`config.mk`:
```
export PLATFORM = sky130hd
export DESIGN_NAME = imem_loader
export DESIGN_NICKNAME = d
export VERILOG_FILES = /design/src/rtl/imem_loader_pkg.sv /design/src/rtl/imem_loader_packer.sv /design/src/rtl/imem_loader.sv
export SDC_FILE = /design/constraint.sdc
export NUM_CORES = 1
export LEC_CHECK = 0
export CAP_MARGIN = 10
export CORE_UTILIZATION = 55
export DETAILED_ROUTE_END_ITERATION = 10
export PLACE_DENSITY_LB_ADDON = 0.05
export SYNTH_ARGS = -nofsm -noshare
export SYNTH_HDL_FRONTEND = slang
export SYNTH_SLANG_ARGS = --single-unit
```
`constraint.sdc`:
```
create_clock -name clk -period 2.6 [get_ports clk]
set_clock_uncertainty 0.15 [all_clocks]
set_input_delay 0.39 -clock clk [delete_from_list [all_inputs] [get_ports clk]]
set_output_delay 0.39 -clock clk [all_outputs]
set_load 0.01 [all_outputs]
```
`src/rtl/imem_loader_pkg.sv`:
```
// rtl/imem_loader_pkg.sv - shared states and stream geometry for imem_loader; CSUM exists only with IMEM_LOADER_CHECKSUM_EN
package imem_loader_pkg;

  localparam int HDR_BYTES      = 2;
  localparam int BYTES_PER_WORD = 4;
  localparam int WORD_W         = 32;

`ifdef IMEM_LOADER_CHECKSUM_EN
  typedef enum logic [2:0] {HDR_LO, HDR_HI, DATA, CSUM, DONE, ERR} state_t;
`else
  typedef enum logic [2:0] {HDR_LO, HDR_HI, DATA, DONE, ERR} state_t;
`endif

endpackage

```
`src/rtl/imem_loader_packer.sv`:
```
// rtl/imem_loader_packer.sv - packs accepted bytes LSB-first into 32-bit words, one-cycle word_valid pulse
module imem_loader_packer
  import imem_loader_pkg::*;
(
  input  logic              clk,
  input  logic              rst,
  input  logic              byte_en,
  input  logic [7:0]        byte_data,
  output logic              last_byte,
  output logic              word_valid,
  output logic [WORD_W-1:0] word
);

  localparam logic [1:0] LAST_IDX = 2'(BYTES_PER_WORD - 1);

  logic [1:0]        cnt;
  logic [WORD_W-9:0] sr;

  // the byte arriving now completes the word
  assign last_byte = (cnt == LAST_IDX);

  always_ff @(posedge clk or negedge rst) begin
    if (!rst) begin
      cnt        <= '0;
      sr         <= '0;
      word       <= '0;
      word_valid <= 1'b0;
    end else begin
      word_valid <= byte_en && last_byte;
      if (byte_en) begin
        if (last_byte) begin
          word <= {byte_data, sr};
          cnt  <= '0;
        end else begin
          sr  <= {byte_data, sr[WORD_W-9:8]};
          cnt <= cnt + 2'd1;
        end
      end
    end
  end

endmodule

```
`src/rtl/imem_loader.sv`:
```
// rtl/imem_loader.sv - byte-stream program loader for the instruction memory, holds the core in reset until loaded
// Optional trailing XOR checksum byte enabled by IMEM_LOADER_CHECKSUM_EN.
module imem_loader
  import imem_loader_pkg::*;
#(
  parameter int ADDR_WIDTH = 10
) (
  input  logic                  clk,
  input  logic                  rst,
  input  logic                  byte_valid,
  input  logic [7:0]            byte_data,
  output logic                  byte_ready,
  output logic                  imem_we,
  output logic [ADDR_WIDTH-1:0] imem_addr,
  output logic [WORD_W-1:0]     imem_wdata,
  output logic                  core_rst,
  output logic                  load_done,
  output logic                  load_err
);

  localparam int                DEPTH   = 2 ** ADDR_WIDTH;
  localparam logic [16:0]       DEPTH_N = 17'(DEPTH);
  localparam logic [ADDR_WIDTH:0] ONE   = 1;

`ifdef IMEM_LOADER_CHECKSUM_EN
  localparam state_t AFTER_PAYLOAD = CSUM;
`else
  localparam state_t AFTER_PAYLOAD = DONE;
`endif

  state_t              state, state_nxt;
  logic [7:0]          n_lo;
  logic [ADDR_WIDTH:0] n_words;
  logic [ADDR_WIDTH:0] widx;
  logic [ADDR_WIDTH:0] widx_inc;
  logic [16:0]         hdr_n;
  logic                accepting;
  logic                xfer;
  logic                data_xfer;
  logic                last_byte;
  logic                word_valid;
  logic                done_q;

  assign accepting = (state == HDR_LO) || (state == HDR_HI) || (state == DATA)
`ifdef IMEM_LOADER_CHECKSUM_EN
                     || (state == CSUM)
`endif
                     ;

  assign byte_ready = rst && accepting;
  assign xfer       = byte_valid && byte_ready;
  assign data_xfer  = xfer && (state == DATA);
  assign hdr_n      = {1'b0, byte_data, n_lo};
  assign widx_inc   = widx + ONE;

  imem_loader_packer u_packer (
    .clk        (clk),
    .rst        (rst),
    .byte_en    (data_xfer),
    .byte_data  (byte_data),
    .last_byte  (last_byte),
    .word_valid (word_valid),
    .word       (imem_wdata)
  );

  assign imem_we = word_valid;

`ifdef IMEM_LOADER_CHECKSUM_EN
  logic [7:0] xsum;

  always_ff @(posedge clk or negedge rst) begin
    if (!rst) begin
      xsum <= '0;
    end else if (xfer && (state != CSUM)) begin
      xsum <= xsum ^ byte_data;
    end
  end
`endif

  always_ff @(posedge clk or negedge rst) begin
    if (!rst) begin
      state <= HDR_LO;
    end else begin
      state <= state_nxt;
    end
  end

  always_comb begin
    state_nxt = state;
    case (state)
      HDR_LO: if (xfer) state_nxt = HDR_HI;
      HDR_HI: begin
        if (xfer) begin
          if (hdr_n > DEPTH_N) begin
            state_nxt = ERR;
          end else if (hdr_n == '0) begin
            state_nxt = AFTER_PAYLOAD;
          end else begin
            state_nxt = DATA;
          end
        end
      end
      DATA: if (data_xfer && last_byte && (widx_inc == n_words)) state_nxt = AFTER_PAYLOAD;
`ifdef IMEM_LOADER_CHECKSUM_EN
      CSUM: if (xfer) state_nxt = (byte_data == xsum) ? DONE : ERR;
`endif
      default: ;
    endcase
  end

  // release lags DONE by one edge so the final write commits first
  always_ff @(posedge clk or negedge rst) begin
    if (!rst) begin
      n_lo      <= '0;
      n_words   <= '0;
      widx      <= '0;
      imem_addr <= '0;
      done_q    <= 1'b0;
    end else begin
      done_q <= (state == DONE);
      if (xfer && (state == HDR_LO)) begin
        n_lo <= byte_data;
      end
      if (xfer && (state == HDR_HI)) begin
        n_words <= hdr_n[ADDR_WIDTH:0];
      end
      if (data_xfer && last_byte) begin
        imem_addr <= widx[ADDR_WIDTH-1:0];
        widx      <= widx_inc;
      end
    end
  end

  assign load_done = done_q;
  assign core_rst  = done_q;
  assign load_err  = (state == ERR);

endmodule
```
; After elaboration in Yosys (flattened, before gate mapping)
; Cells that the tools add are included.
[word_totals]
reg_bits = 103
inputBits = 11
out_inout_bits = 47
elab_cells = 45
[classes]
add_sub_neg = 2
n_lt_le_gt_ge = 1
n_eq_ne = 9
mux = 7
n_bitwise = 1
n_reduce_logical = 15
[op_table]
columns = cell, n
row1 = 17-bit logical NOT, 1
row2 = "16-bit by 11-bit > comparator with 1-bit output, second input constant", 1
row3 = 3-bit two-way mux, 4
row4 = "11-bit by 1-bit adder with 11-bit output, second input constant", 1
row5 = 11-bit == test, 1
row6 = 3-bit case mux with 3 select lines, 1
row7 = 1-bit logical AND, 7
row8 = "3-bit by 2-bit == test with 1-bit output, second input constant", 2
row9 = "2-bit inequality test, second input constant", 2
row10 = 2-bit AND reduction, 2
row11 = 4-bit AND reduction, 1
row12 = "3-bit by 1-bit == test with 1-bit output, second input constant", 1
row13 = "3-bit == test, second input constant", 1
row14 = 3-bit logical NOT, 1
row15 = 3-bit nonzero test, 1
row16 = "2-bit by 1-bit adder with 2-bit output, second input constant", 1
row17 = "2-bit == test, second input constant", 1
row18 = 1-bit logical OR, 2
row19 = 2-bit two-way mux, 1
row20 = "2-bit by 1-bit inequality test with 1-bit output, second input constant", 1
row21 = 1-bit two-way mux, 1
row22 = 1-bit NOT, 1

; Logic depth before layout (Yosys ltp)
[depth]
depth_word = 10
depth_mapped = 8
ltp_nobuf = 8

; By module
; From an unflattened synthesis, not the netlist that was laid out.
[unflattened]
hier_cells = 343
area_unflattened_um2 = 4576.9
[by_module_without_submodules]
columns = module, n_inst, cells_per_inst, area_each_um2, seq_area_each_um2
row1 = imem_loader_packer, 1, 129, 2349.8, 1476.4
row2 = imem_loader, 1, 214, 2227.1, 1101.1

; Worst setup path after synthesis
; No wires, ideal clock.
[synth_timing]
path_type = flip-flop to flip-flop
start = register widx[0]
end = register state[0]
setup_ns = 0.128
arrival_ns = 1.938
t_required_ns = 2.322
setup_slack_ns = 0.384
stages_incl_launch_ff = 9
path_buffers = 1
synth_period_minus_slack_ns = 2.216
path_cell_list = dfrtp_1 ha_1 clkbuf_2 nand2_1 o21ai_0 a21oi_1 a2111oi_4 a31oi_1 mux2_1
[synth_via]
elab_chain_len = 5
[synth_rtl]
columns = item, line
row1 = from (decl), imem_loader.sv:34  ; logic [ADDR_WIDTH:0] widx;
row2 = from (signal assigned), imem_loader.sv:129  ; widx <= widx_inc;
row3 = 11-bit by 1-bit adder with 11-bit output, imem_loader.sv:54  ; assign widx_inc = widx + ONE;
row4 = 11-bit == test, imem_loader.sv:103  ; DATA: if (data_xfer && last_byte && (widx_inc == n_words)) state_nxt = AFTER_PAYLOAD;
row5 = 1-bit logical AND, imem_loader.sv:103
row6 = 2-bit by 1-bit inequality test with 1-bit output (no source line), -
row7 = 4-bit AND reduction (no source line), -
row8 = to (signal assigned), imem_loader.sv:84  ; state <= state_nxt;
row9 = to (decl), imem_loader.sv:31  ; state_t state, state_nxt;
; Every way passes these cells.
; A chain may end at the register's enable or synchronous reset.

; Final worst setup path
[layout_timing]
start = register widx[2]
end = register state[0]
; Same word-level chain as after synthesis.

==> flow_metrics.env <==
export IMPL_status="finished clean"
export IMPL_synth_adder_area_share_pct=0.559
export IMPL_start_util_pct=57.4
export IMPL_vias=3033
export IMPL_postRouteAntennaNets=0
export IMPL_grt_overflow=0
export IMPL_leakage_nw=2.62
export IMPL_muxShareOfSynthArea_pct=11.5
export IMPL_period_share_pct=89.7
export IMPL_n_antenna_cell=0
export IMPL_track_usage_pct=23.3
export IMPL_cp_start_kind="register"
export IMPL_via_per_inst=5.35
export IMPL_first_iter_violations=228
export IMPL_ys_async_sr_fraction_pct=100
export IMPL_ir_drop_mv=0.414
export IMPL_synth_commonest_cells="nand2_1 (135), dfrtp_1 (103), mux2_2 (44), clkbuf_1 (12), xor2_1 (11)"
export IMPL_p_per_area_nw_per_um2=629
export IMPL_relSlewSlack_pct=47.4
export IMPL_antenna_found_initial=0
export IMPL_cts_root_buf="clkbuf_8"
export IMPL_cts_tree="yes"
export IMPL_ys_warn_count=0
export IMPL_worst_ep_arrival_time_ns=2.43
export IMPL_htree_num_levels=3
export IMPL_drc=0
export IMPL_cp_data_required_time_ns=2.69
export IMPL_setup_viol=0
export IMPL_synth_top_family_by_area="simple AND/OR/NAND/NOR gates"
export IMPL_io_buffers=57
export IMPL_core_um2=7810
export IMPL_synthTopCellsByArea="dfrtp_1 (58%), nand2_1 (11%), mux2_2 (11%)"
export IMPL_dp_hpwl_um=5950
export IMPL_final_nets=473
export IMPL_clock_sinks=103
export IMPL_synth_xor_area_share_pct=4.11
export IMPL_syn_cell_area_um2=4480
export IMPL_yosysTopAreaCell="dfrtp_1"
export IMPL_drive_gt1_share_pct=18.9
export IMPL_synth_most_common_cell="nand2_1"
export IMPL_dr_pass1_iters=4
export IMPL_syn_inst=401
export IMPL_cts_resized=0
export IMPL_drv_slew=0
export IMPL_synth_seq_area_share_pct=57.5
export IMPL_clk_pin_slew_ns=0.10
export IMPL_wl_per_cell_um=15.3
export IMPL_pin_count=58
export IMPL_synthSimpleGateAreaFrac_pct=18.8
export IMPL_avgSynthCellArea_um2=11.2
export IMPL_ys_types=54
export IMPL_die_area_um2=8510
export IMPL_die_x_um=92.2
export IMPL_numCtsBuffers=9
export IMPL_fmax_ghz=0.429
export IMPL_grt_pass1_wl_um=15400
export IMPL_endpoint_kind="register"
export IMPL_clkLatencyLatePin_ns=0.36
export IMPL_synth_top_area_share_pct=57.5
export IMPL_min_period_ns=2.33
export IMPL_worstSetupPathType="reg -> reg"
export IMPL_hp_class="in -> async"
export IMPL_ys_ff_latch=103
export IMPL_grt_pass1_vias=3051
export IMPL_cts_buffer_depth=2
export IMPL_wirelength_um=8680
export IMPL_rsz0062_at_grt="false"
export IMPL_postCtsHoldBufs=0
export IMPL_setup_tns_final_ns=0
export IMPL_stdcell_count=567
export IMPL_grt_start_max_net_pins=64
export IMPL_fill_cells=623
export IMPL_synth_compound_area_share_pct=4.25
export IMPL_cap_viol_max_count=0
export IMPL_hold_viol_final=0
export IMPL_worstMarginPinSlew_ns=0.789
export IMPL_dominantRegCellSynth="dfrtp_1"
export IMPL_worstPathMaxFanout=11
export IMPL_cts_setup_buffers=0
export IMPL_syn2layout_area_growth_pct=19.2
export IMPL_gp_congestion=0.814
export IMPL_synth_edff_count=0
export IMPL_rows=32
export IMPL_die_h_um=92.2
export IMPL_place_inst=551
export IMPL_synth_nets=414
## path summary, 6_finish.rpt
kind / endpoint / cells after the start / from / slack [ns]
setup / recovery: state[0]$_DFFE_PN0P_ / 6 / widx[2]$_DFFE_PN0P_ / 0.27
hold / removal: n_lo[6]$_DFFE_PN0P_ / 2 / rst / 0.10
setup reg to reg: state[0]$_DFFE_PN0P_ / 6 / widx[2]$_DFFE_PN0P_ / 0.27
hold reg to reg: imem_addr[9]$_DFFE_PN0P_ / 2 / imem_addr[9]$_DFFE_PN0P_ / 0.33
max in group asynchronous: n_words[9]$_DFFE_PN0P_ / 3 / rst / 1.15
min in group clk: imem_addr[9]$_DFFE_PN0P_ / 2 / imem_addr[9]$_DFFE_PN0P_ / 0.33
## metrics by stage
stage | total power, W | instance area, µm² | setup slack [ns] | hold slack [ns] | util (%)
4_1_cts | 0.00339 | 5340 | 0.264 | 0.135 | 68.4
3_3_place_gp | 0.00243 | 5150 | 0.139 | 0.301 | 66.0
5_1_grt | 0.00354 | 5340 | 0.120 | 0.180 | 68.4
2_1_floorplan | 0.00227 | 4480 | 0.384 | -0.0556 | -
6_report | 0.00336 | 5340 | 0.267 | 0.104 | 68.4
3_5_place_dp | 0.00245 | 5150 | 0.0662 | 0.307 | 66.0
## placed cells by master (no fill, tap or decap), types with 2 or more instances in the layout
master,count
a21oi_1,3
o2111ai_1,4
inv_6,4
nand2_1,135
o21ai_0,4
nor3_2,2
nor3b_1,2
nor4_1,4
nand3_4,2
clkdlybuf4s50_1,56
xnor2_1,10
and3_1,3
ha_1,2
mux2_2,44
xor2_1,11
buf_4,13
dfrtp_1,103
or3_1,2
clkbuf_8,10
nand3_1,6
nor3_1,2
nor2_1,9
clkinvlp_4,2
## area by class of cell
class | instances | area (µm²) | share of cell area, %
well taps | 102 | 128 | 2.39
inverters | 2 | 7.51 | 0.141
multi-input cells | 274 | 1760 | 33.0
flip-flops and latches | 103 | 2580 | 48.3
repair buffers | 70 | 678 | 12.7
clock inverters | 6 | 50.0 | 0.937
clock buffers | 10 | 138 | 2.58
## flip-flops by register name, summed over array words and instances, names as in the netlist
signal	count
widx	11
imem_addr	10
u_packer.cnt	2
u_packer.word_valid	1
core_rst	1
u_packer.word	32
n_words	11
state	3
n_lo	8
u_packer.sr	24
## worst max-delay path, cell delays in order (launching register included)
cell	delay, ns
dfrtp_1	0.61
nand3_4	0.18
or3_1	0.37
a2111o_1	0.41
nand3_1	0.09
a31oi_1	0.09
mux2_1	0.32
## where the power goes
part	switching, W	internal [W]	leakage, nW
registers	0.000170	0.00177	1.40
logic	0.000199	0.000277	1.14
clock network	0.000559	0.000388	0.0903
total	0.000928	0.00243	2.62
## cells by family after synthesis
logic type                 after synthesis
xor gates and xnor gates                21
AOI/OAI and AO/OA                       23
muxes                                   46
adders and majority gates                2
and+or+nand+nor                        182
buffers and inverters                   24
DFF                                    103
## routing by layer
layer | global-route usage, % | vias up | wire length (µm)
met2 | 35.6 | 62 | 3950
met3 | 3.15 | 8 | 253
li1 | - | 1459 | -
met5 | 0 | - | 0
met4 | 6.25 | 0 | 93
met1 | 35.2 | 1504 | 4380
No activity file was read; power rests on OpenSTA's default activity.
